## src/rtl/lcd_pkg.sv

```systemverilog
// Shared types and HD44780 command constants for the LCD sequencer.
// Build option LCD_LINE_WRAP_EN (see lcd_ctrl_sequencer) uses wrap_cmd() from here.
package lcd_pkg;

    typedef enum logic [2:0] {
        ST_PWRUP = 3'd0,
        ST_IDLE  = 3'd1,
        ST_SETUP = 3'd2,
        ST_PULSE = 3'd3,
        ST_WAIT  = 3'd4
    } state_e;

    localparam logic [7:0] FUNC_SET = 8'h38;
    localparam logic [7:0] DISP_ON  = 8'h0C;
    localparam logic [7:0] CLEAR    = 8'h01;
    localparam logic [7:0] HOME     = 8'h02;
    localparam logic [7:0] ENTRY    = 8'h06;
    localparam logic [7:0] DDRAM    = 8'h80;
    localparam logic [7:0] LINE2    = 8'h40;

    localparam int INIT_LEN = 4;
    localparam logic [7:0] INIT_ROM [INIT_LEN] = '{FUNC_SET, DISP_ON, CLEAR, ENTRY};

    // Clear and home are the only writes that need the long post-write wait.
    function automatic logic is_long_cmd(input logic rs, input logic [7:0] data);
        return !rs && ((data == CLEAR) || (data == HOME));
    endfunction

    function automatic logic [7:0] wrap_cmd(input logic line);
        return DDRAM | (line ? LINE2 : 8'h00);
    endfunction

endpackage

```

## src/rtl/lcd_wait_timer.sv

```systemverilog
// Loadable down-counter; expire_o is high during the last cycle of a loaded interval.
// A load value of 0 behaves as 1 so every interval lasts at least one cycle.
module lcd_wait_timer #(
    parameter int              CNT_W   = 20,
    parameter logic [CNT_W-1:0] RST_VAL = 1
) (
    input  logic             clk,
    input  logic             reset,
    input  logic             load_i,
    input  logic [CNT_W-1:0] load_val_i,
    output logic             expire_o
);

    localparam logic [CNT_W-1:0] ONE   = CNT_W'(1);
    localparam logic [CNT_W-1:0] RST_C = (RST_VAL == '0) ? ONE : RST_VAL;

    logic [CNT_W-1:0] cnt_q;
    logic [CNT_W-1:0] load_c;

    assign load_c   = (load_val_i == '0) ? ONE : load_val_i;
    assign expire_o = (cnt_q == ONE);

    // Count 0 means idle: no further expiry until the next load.
    always_ff @(posedge clk or posedge reset) begin
        if (reset) begin
            cnt_q <= RST_C;
        end else if (load_i) begin
            cnt_q <= load_c;
        end else if (cnt_q != '0) begin
            cnt_q <= cnt_q - ONE;
        end
    end

endmodule

```

## src/rtl/lcd_ctrl_sequencer.sv

```systemverilog
// HD44780 8-bit write-only sequencer: power-on init, then requester bytes with E/wait timing.
// Define LCD_LINE_WRAP_EN to track the cursor and auto-insert a DDRAM jump after column 15.
module lcd_ctrl_sequencer
    import lcd_pkg::*;
#(
    parameter int T_PWRUP = 750000,
    parameter int T_EN    = 25,
    parameter int T_CMD   = 2000,
    parameter int T_CLR   = 82000,
    parameter int CNT_W   = 20
) (
    input  logic       clk,
    input  logic       reset,
    input  logic       req_valid,
    input  logic       req_rs,
    input  logic [7:0] req_data,
    output logic       req_ready,
    output logic       init_done,
    output logic       busy,
    output logic [7:0] lcd_data,
    output logic       lcd_rs,
    output logic       lcd_rw,
    output logic       lcd_enable
);

    localparam logic [CNT_W-1:0] PWRUP_C = CNT_W'(T_PWRUP);
    localparam logic [CNT_W-1:0] SETUP_C = CNT_W'(1);
    localparam logic [CNT_W-1:0] EN_C    = CNT_W'(T_EN);
    localparam logic [CNT_W-1:0] CMD_C   = CNT_W'(T_CMD);
    localparam logic [CNT_W-1:0] CLR_C   = CNT_W'(T_CLR);
    localparam logic [1:0]       LAST_IDX = 2'(INIT_LEN - 1);

    state_e           st_q, st_d;
    logic             rs_q, rs_d;
    logic [7:0]       data_q, data_d;
    logic [1:0]       idx_q, idx_d;
    logic             init_done_q, init_done_d;
    logic             ready_q, ready_d;
    logic             busy_q, busy_d;
    logic             en_q, en_d;
    logic             tmr_load;
    logic [CNT_W-1:0] tmr_val;
    logic             tmr_expire;

`ifdef LCD_LINE_WRAP_EN
    logic             line_q, line_d;
    logic [3:0]       col_q, col_d;
    logic             wrap_pend_q, wrap_pend_d;
`endif

    lcd_wait_timer #(
        .CNT_W   (CNT_W),
        .RST_VAL (PWRUP_C)
    ) u_timer (
        .clk        (clk),
        .reset      (reset),
        .load_i     (tmr_load),
        .load_val_i (tmr_val),
        .expire_o   (tmr_expire)
    );

    // Handshake: a byte transfers on a rising clk edge where req_valid && req_ready;
    // req_ready is high only in IDLE, and nothing is buffered while it is low.
    always_comb begin
        st_d        = st_q;
        rs_d        = rs_q;
        data_d      = data_q;
        idx_d       = idx_q;
        init_done_d = init_done_q;
        tmr_load    = 1'b0;
        tmr_val     = '0;
`ifdef LCD_LINE_WRAP_EN
        line_d      = line_q;
        col_d       = col_q;
        wrap_pend_d = wrap_pend_q;
`endif
        case (st_q)
            ST_PWRUP: begin
                if (tmr_expire) begin
                    st_d     = ST_SETUP;
                    rs_d     = 1'b0;
                    data_d   = INIT_ROM[0];
                    idx_d    = 2'd0;
                    tmr_load = 1'b1;
                    tmr_val  = SETUP_C;
                end
            end
            ST_IDLE: begin
                if (req_valid && ready_q) begin
                    st_d     = ST_SETUP;
                    rs_d     = req_rs;
                    data_d   = req_data;
                    tmr_load = 1'b1;
                    tmr_val  = SETUP_C;
`ifdef LCD_LINE_WRAP_EN
                    if (req_rs) begin
                        if (col_q == 4'd15) begin
                            col_d       = 4'd0;
                            line_d      = ~line_q;
                            wrap_pend_d = 1'b1;
                        end else begin
                            col_d = col_q + 4'd1;
                        end
                    end else if (is_long_cmd(req_rs, req_data)) begin
                        line_d = 1'b0;
                        col_d  = 4'd0;
                    end
`endif
                end
            end
            ST_SETUP: begin
                if (tmr_expire) begin
                    st_d     = ST_PULSE;
                    tmr_load = 1'b1;
                    tmr_val  = EN_C;
                end
            end
            ST_PULSE: begin
                if (tmr_expire) begin
                    st_d     = ST_WAIT;
                    tmr_load = 1'b1;
                    tmr_val  = is_long_cmd(rs_q, data_q) ? CLR_C : CMD_C;
                end
            end
            ST_WAIT: begin
                if (tmr_expire) begin
                    if (!init_done_q) begin
                        if (idx_q == LAST_IDX) begin
                            init_done_d = 1'b1;
                            st_d        = ST_IDLE;
                        end else begin
                            idx_d    = idx_q + 2'd1;
                            st_d     = ST_SETUP;
                            rs_d     = 1'b0;
                            data_d   = INIT_ROM[idx_q + 2'd1];
                            tmr_load = 1'b1;
                            tmr_val  = SETUP_C;
                        end
                    end else begin
                        st_d = ST_IDLE;
`ifdef LCD_LINE_WRAP_EN
                        // line_q already holds the line the cursor moved to.
                        if (wrap_pend_q) begin
                            st_d        = ST_SETUP;
                            rs_d        = 1'b0;
                            data_d      = wrap_cmd(line_q);
                            wrap_pend_d = 1'b0;
                            tmr_load    = 1'b1;
                            tmr_val     = SETUP_C;
                        end
`endif
                    end
                end
            end
            default: begin
                st_d = ST_PWRUP;
            end
        endcase

        ready_d = (st_d == ST_IDLE);
        busy_d  = (st_d != ST_IDLE);
        en_d    = (st_d == ST_PULSE);
    end

    always_ff @(posedge clk or posedge reset) begin
        if (reset) begin
            st_q        <= ST_PWRUP;
            rs_q        <= 1'b0;
            data_q      <= 8'h00;
            idx_q       <= 2'd0;
            init_done_q <= 1'b0;
            ready_q     <= 1'b0;
            busy_q      <= 1'b0;
            en_q        <= 1'b0;
`ifdef LCD_LINE_WRAP_EN
            line_q      <= 1'b0;
            col_q       <= 4'd0;
            wrap_pend_q <= 1'b0;
`endif
        end else begin
            st_q        <= st_d;
            rs_q        <= rs_d;
            data_q      <= data_d;
            idx_q       <= idx_d;
            init_done_q <= init_done_d;
            ready_q     <= ready_d;
            busy_q      <= busy_d;
            en_q        <= en_d;
`ifdef LCD_LINE_WRAP_EN
            line_q      <= line_d;
            col_q       <= col_d;
            wrap_pend_q <= wrap_pend_d;
`endif
        end
    end

    assign req_ready  = ready_q;
    assign init_done  = init_done_q;
    assign busy       = busy_q;
    assign lcd_data   = data_q;
    assign lcd_rs     = rs_q;
    assign lcd_rw     = 1'b0;
    assign lcd_enable = en_q;

endmodule

```

## config.mk

```make
export PLATFORM = sky130hd
export DESIGN_NAME = lcd_ctrl_sequencer
export DESIGN_NICKNAME = d
export VERILOG_FILES = /design/src/rtl/lcd_pkg.sv /design/src/rtl/lcd_wait_timer.sv /design/src/rtl/lcd_ctrl_sequencer.sv
export SDC_FILE = /design/constraint.sdc
export NUM_CORES = 1
export LEC_CHECK = 0
export BUFFER_PORTS_ARGS = -buffer_cell sky130_fd_sc_hd__buf_2
export CAP_MARGIN = 5
export CORE_UTILIZATION = 45
export CTS_BUF_LIST = sky130_fd_sc_hd__clkbuf_4 sky130_fd_sc_hd__clkbuf_8 sky130_fd_sc_hd__clkbuf_16
export DETAILED_ROUTE_END_ITERATION = 12
export GPL_TIMING_DRIVEN = 0
export PLACE_DENSITY = 0.74
export SLEW_MARGIN = 20
export SYNTH_ARGS = -nofsm -noshare
export SYNTH_HDL_FRONTEND = slang
export SYNTH_SLANG_ARGS = --single-unit
```

## constraint.sdc

```tcl
create_clock -name clk -period 4 [get_ports clk]
set_input_delay 0.2 -clock clk [delete_from_list [all_inputs] [get_ports clk]]
set_output_delay 0.2 -clock clk [all_outputs]
set_load 0.005 [all_outputs]
```

==> flow_metrics.py <==
metrics = {
    "status": {
        "status": "complete, no violations",
    },
    "job": {
        "cap_violations": 0,
    },
    "cells_and_area": {
        "drive_gt1_share_pct": 27.8,
        "final_cell_mix": "dfrtp_1 (28), nor2_1 (25), buf_2 (25), nand2_1 (12)",
        "synthToLayoutAreaGrowth_pct": 14.6,
        "final_util_pct": 54.2,
        "stdcell_area_sq_um": 2580,
        "final_common_cell": "dfrtp_1",
        "final_nets": 275,
        "antenna_cells": 0,
        "final_cells": 326,
    },
    "setup_path": {
        "start_kind": "flip-flop",
        "end_kind": "flip-flop",
        "r2r-start": "u_timer.cnt_q[6]",
        "worstSetupPathType": "reg2reg",
        "cp_max_fo": 8,
        "worstPathArrival_ns": 2.55,
        "cp_data_required_time_ns": 4.17,
        "startpoint": "u_timer.cnt_q[6]",
    },
    "yosys": {
        "syn-num-nets": 242,
        "syn_area_sq_um": 2250,
        "syn_area_per_cell_sq_um": 10.0,
        "synth_top_flop_cell": "dfrtp_1",
        "synth-edff-count": 0,
        "yosysWarnings": 0,
        "synthArstFlopShare_pct": 100,
        "synth-seq-cells": 38,
        "seq_area_frac_synth_pct": 42.8,
        "synth_cells": 225,
        "synth.distinct_cells": 58,
    },
    "drt": {
        "vias": 1864,
        "ant_nets": 0,
        "firstDrtPassIters": 4,
        "initialDrtViolationCount": 131,
        "routed_wl_mm": 4.75,
        "vias_per_cell": 5.72,
        "drt-wirelength-per-cell_um": 14.6,
        "drc_errors": 0,
    },
    "clocking": {
        "clkSinkCount": 38,
        "clock_tree.root_cell": "clkbuf_8",
        "cts_tree": "built",
        "clockBufferDepth": 2,
        "cts_buffers": 5,
        "clkLatencyLatePin_ns": 0.30,
        "cts_max_level": 2,
        "path_clk_slew_ns": 0.08,
    },
    "global_route": {
        "grt_pass1_vias": 1728,
        "grt_pass1_wl_mm": 8.11,
        "antenna_found_initial": 0,
        "grt_overflow": 0,
        "grt_max_degree": 21,
        "grt_usage_pct": 20.3,
    },
    "sta": {
        "layout_min_cycle_time_ns": 2.37,
        "setup_violations": 0,
        "period_share_pct": 59.3,
        "max_freq_mhz": 421,
        "maxSlewHeadroom_pct": 59.2,
        "fin_setup_tns_ns": 0,
        "worst_clock_skew_ns": 0.00576,
        "worstMarginPinSlew_ns": 0.607,
        "drv_slew": 0,
        "hold_viol_final": 0,
        "rsz0062_at_grt": "false",
    },
    "placement": {
        "post-place-cells": 317,
        "globalplace.congestion": 0.817,
        "placed_cell_area_sq_um": 2480,
        "io_buffers": 24,
        "hpwl_mm": 3.51,
    },
    "pwr": {
        "fin_total_pwr_mw": 0.670,
        "p_leak_nw": 1.13,
        "powerDensity_nw_per_um2": 260,
        "ir_drop_v": 0.000113,
    },
    "min_path": {
        "hold_path_startpoint": "req_data[7]",
        "hold_class": "in2reg",
    },
    "floorplan": {
        "rows": 25,
        "num_io_pins": 26,
        "start_util_pct": 47.3,
        "fp.dieW_um": 72.7,
        "die_area_sq_um": 5290,
        "die_h_um": 72.7,
        "coreArea_sq_um": 4750,
    },
}
==> where the power goes <==
part	leakage [nW]	internal, mW	switching, mW
logic	0.618	0.00915	0.0108
registers	0.461	0.384	0
clock network	0.0484	0.128	0.138
total	1.13	0.521	0.149
==> critical path, stage by stage (launching register included) <==
cell	delay (ns)
dfrtp_1	0.47
nor4_4	0.57
and3_1	0.23
clkbuf_1	0.25
nand3_1	0.30
nor2_2	0.35
a211oi_2	0.08
==> per-layer routing <==
layer | GRT usage [%] | part of all wire (%)
met3 | 4.28 | 3.2
met1 | 27.7 | 47
met4 | 7.63 | 1.5
met5 | 0 | 0
met2 | 31.8 | 48
==> worst paths after layout <==
check	to	slack, ns	cells after the start
setup reg to reg	u_timer.cnt_q[10]	1.63	6
setup / recovery	u_timer.cnt_q[10]	1.63	6
max in group asynchronous	u_timer.cnt_q[12]	2.99	4
hold reg to reg	init_done	0.53	1
min in group asynchronous	lcd_data[6]	0.47	3
hold / removal	lcd_data[7]	0.12	2
==> cells by family after synthesis <==
logic type,Yosys count,share of synthesized area [%]
AO/OA/AOI/OAI,49,16.4
buffers and inverters,14,2.56
multiplexers,9,4.34
AND/OR/NAND/NOR,95,25.5
flip-flops,38,42.8
adder cells (fa/ha/maj),5,2.78
other,1,0.167
XOR/XNOR,14,5.45
==> Yosys cell counts (4+ instances only) <==
cell	count	area, sq um
ha_1	5	62.6
dfrtp_1	28	701
clkbuf_1	7	26.3
nor2b_1	4	25.0
nor4_1	5	31.3
inv_1	5	18.8
nand2b_1	5	31.3
nor2_1	25	93.8
a22oi_1	4	30.0
xnor2_1	11	96.3
mux2_2	6	67.6
dfstp_2	10	263
nand3_1	8	40.0
nor3_1	7	35.0
nand2_1	12	45.0
a211oi_1	4	30.0
a21oi_1	11	55.1
==> layout make-up <==
cell class	count	area [sq um]
clock inverters	2	10.0
fillers	440	2180
repair buffers	26	158
plain buffers	9	38.8
clock buffers	6	76.3
multi-input cells	173	1230
flip-flops and latches	38	963
well taps	67	83.8
inverters	5	18.8
==> stage by stage <==
step | worst slack [ns] | hold WS (ns)
after global placement | 1.63 | 0.426
after global routing | 1.45 | 0.113
after floorplan | 1.93 | 0.340
after CTS | 1.62 | 0.116
after detailed placement | 1.60 | 0.241
final | 1.63 | 0.121
==> what timing repair did <==
action	4_1_cts	5_1_grt
resized for setup	0	0
endpoints found under the hold margin	15	0
hold buffers	1	0
setup endpoints to repair	0	0
buffers inserted	0	0
==> sequential cells by signal, summed over array words and instances (netlist names) <==
register       cells
u_timer.cnt_q     20
req_ready          1
lcd_data           8
lcd_enable         1
lcd_rs             1
idx_q              2
init_done          1
st_q               3
busy               1
Power figures use the tool's default switching activity.
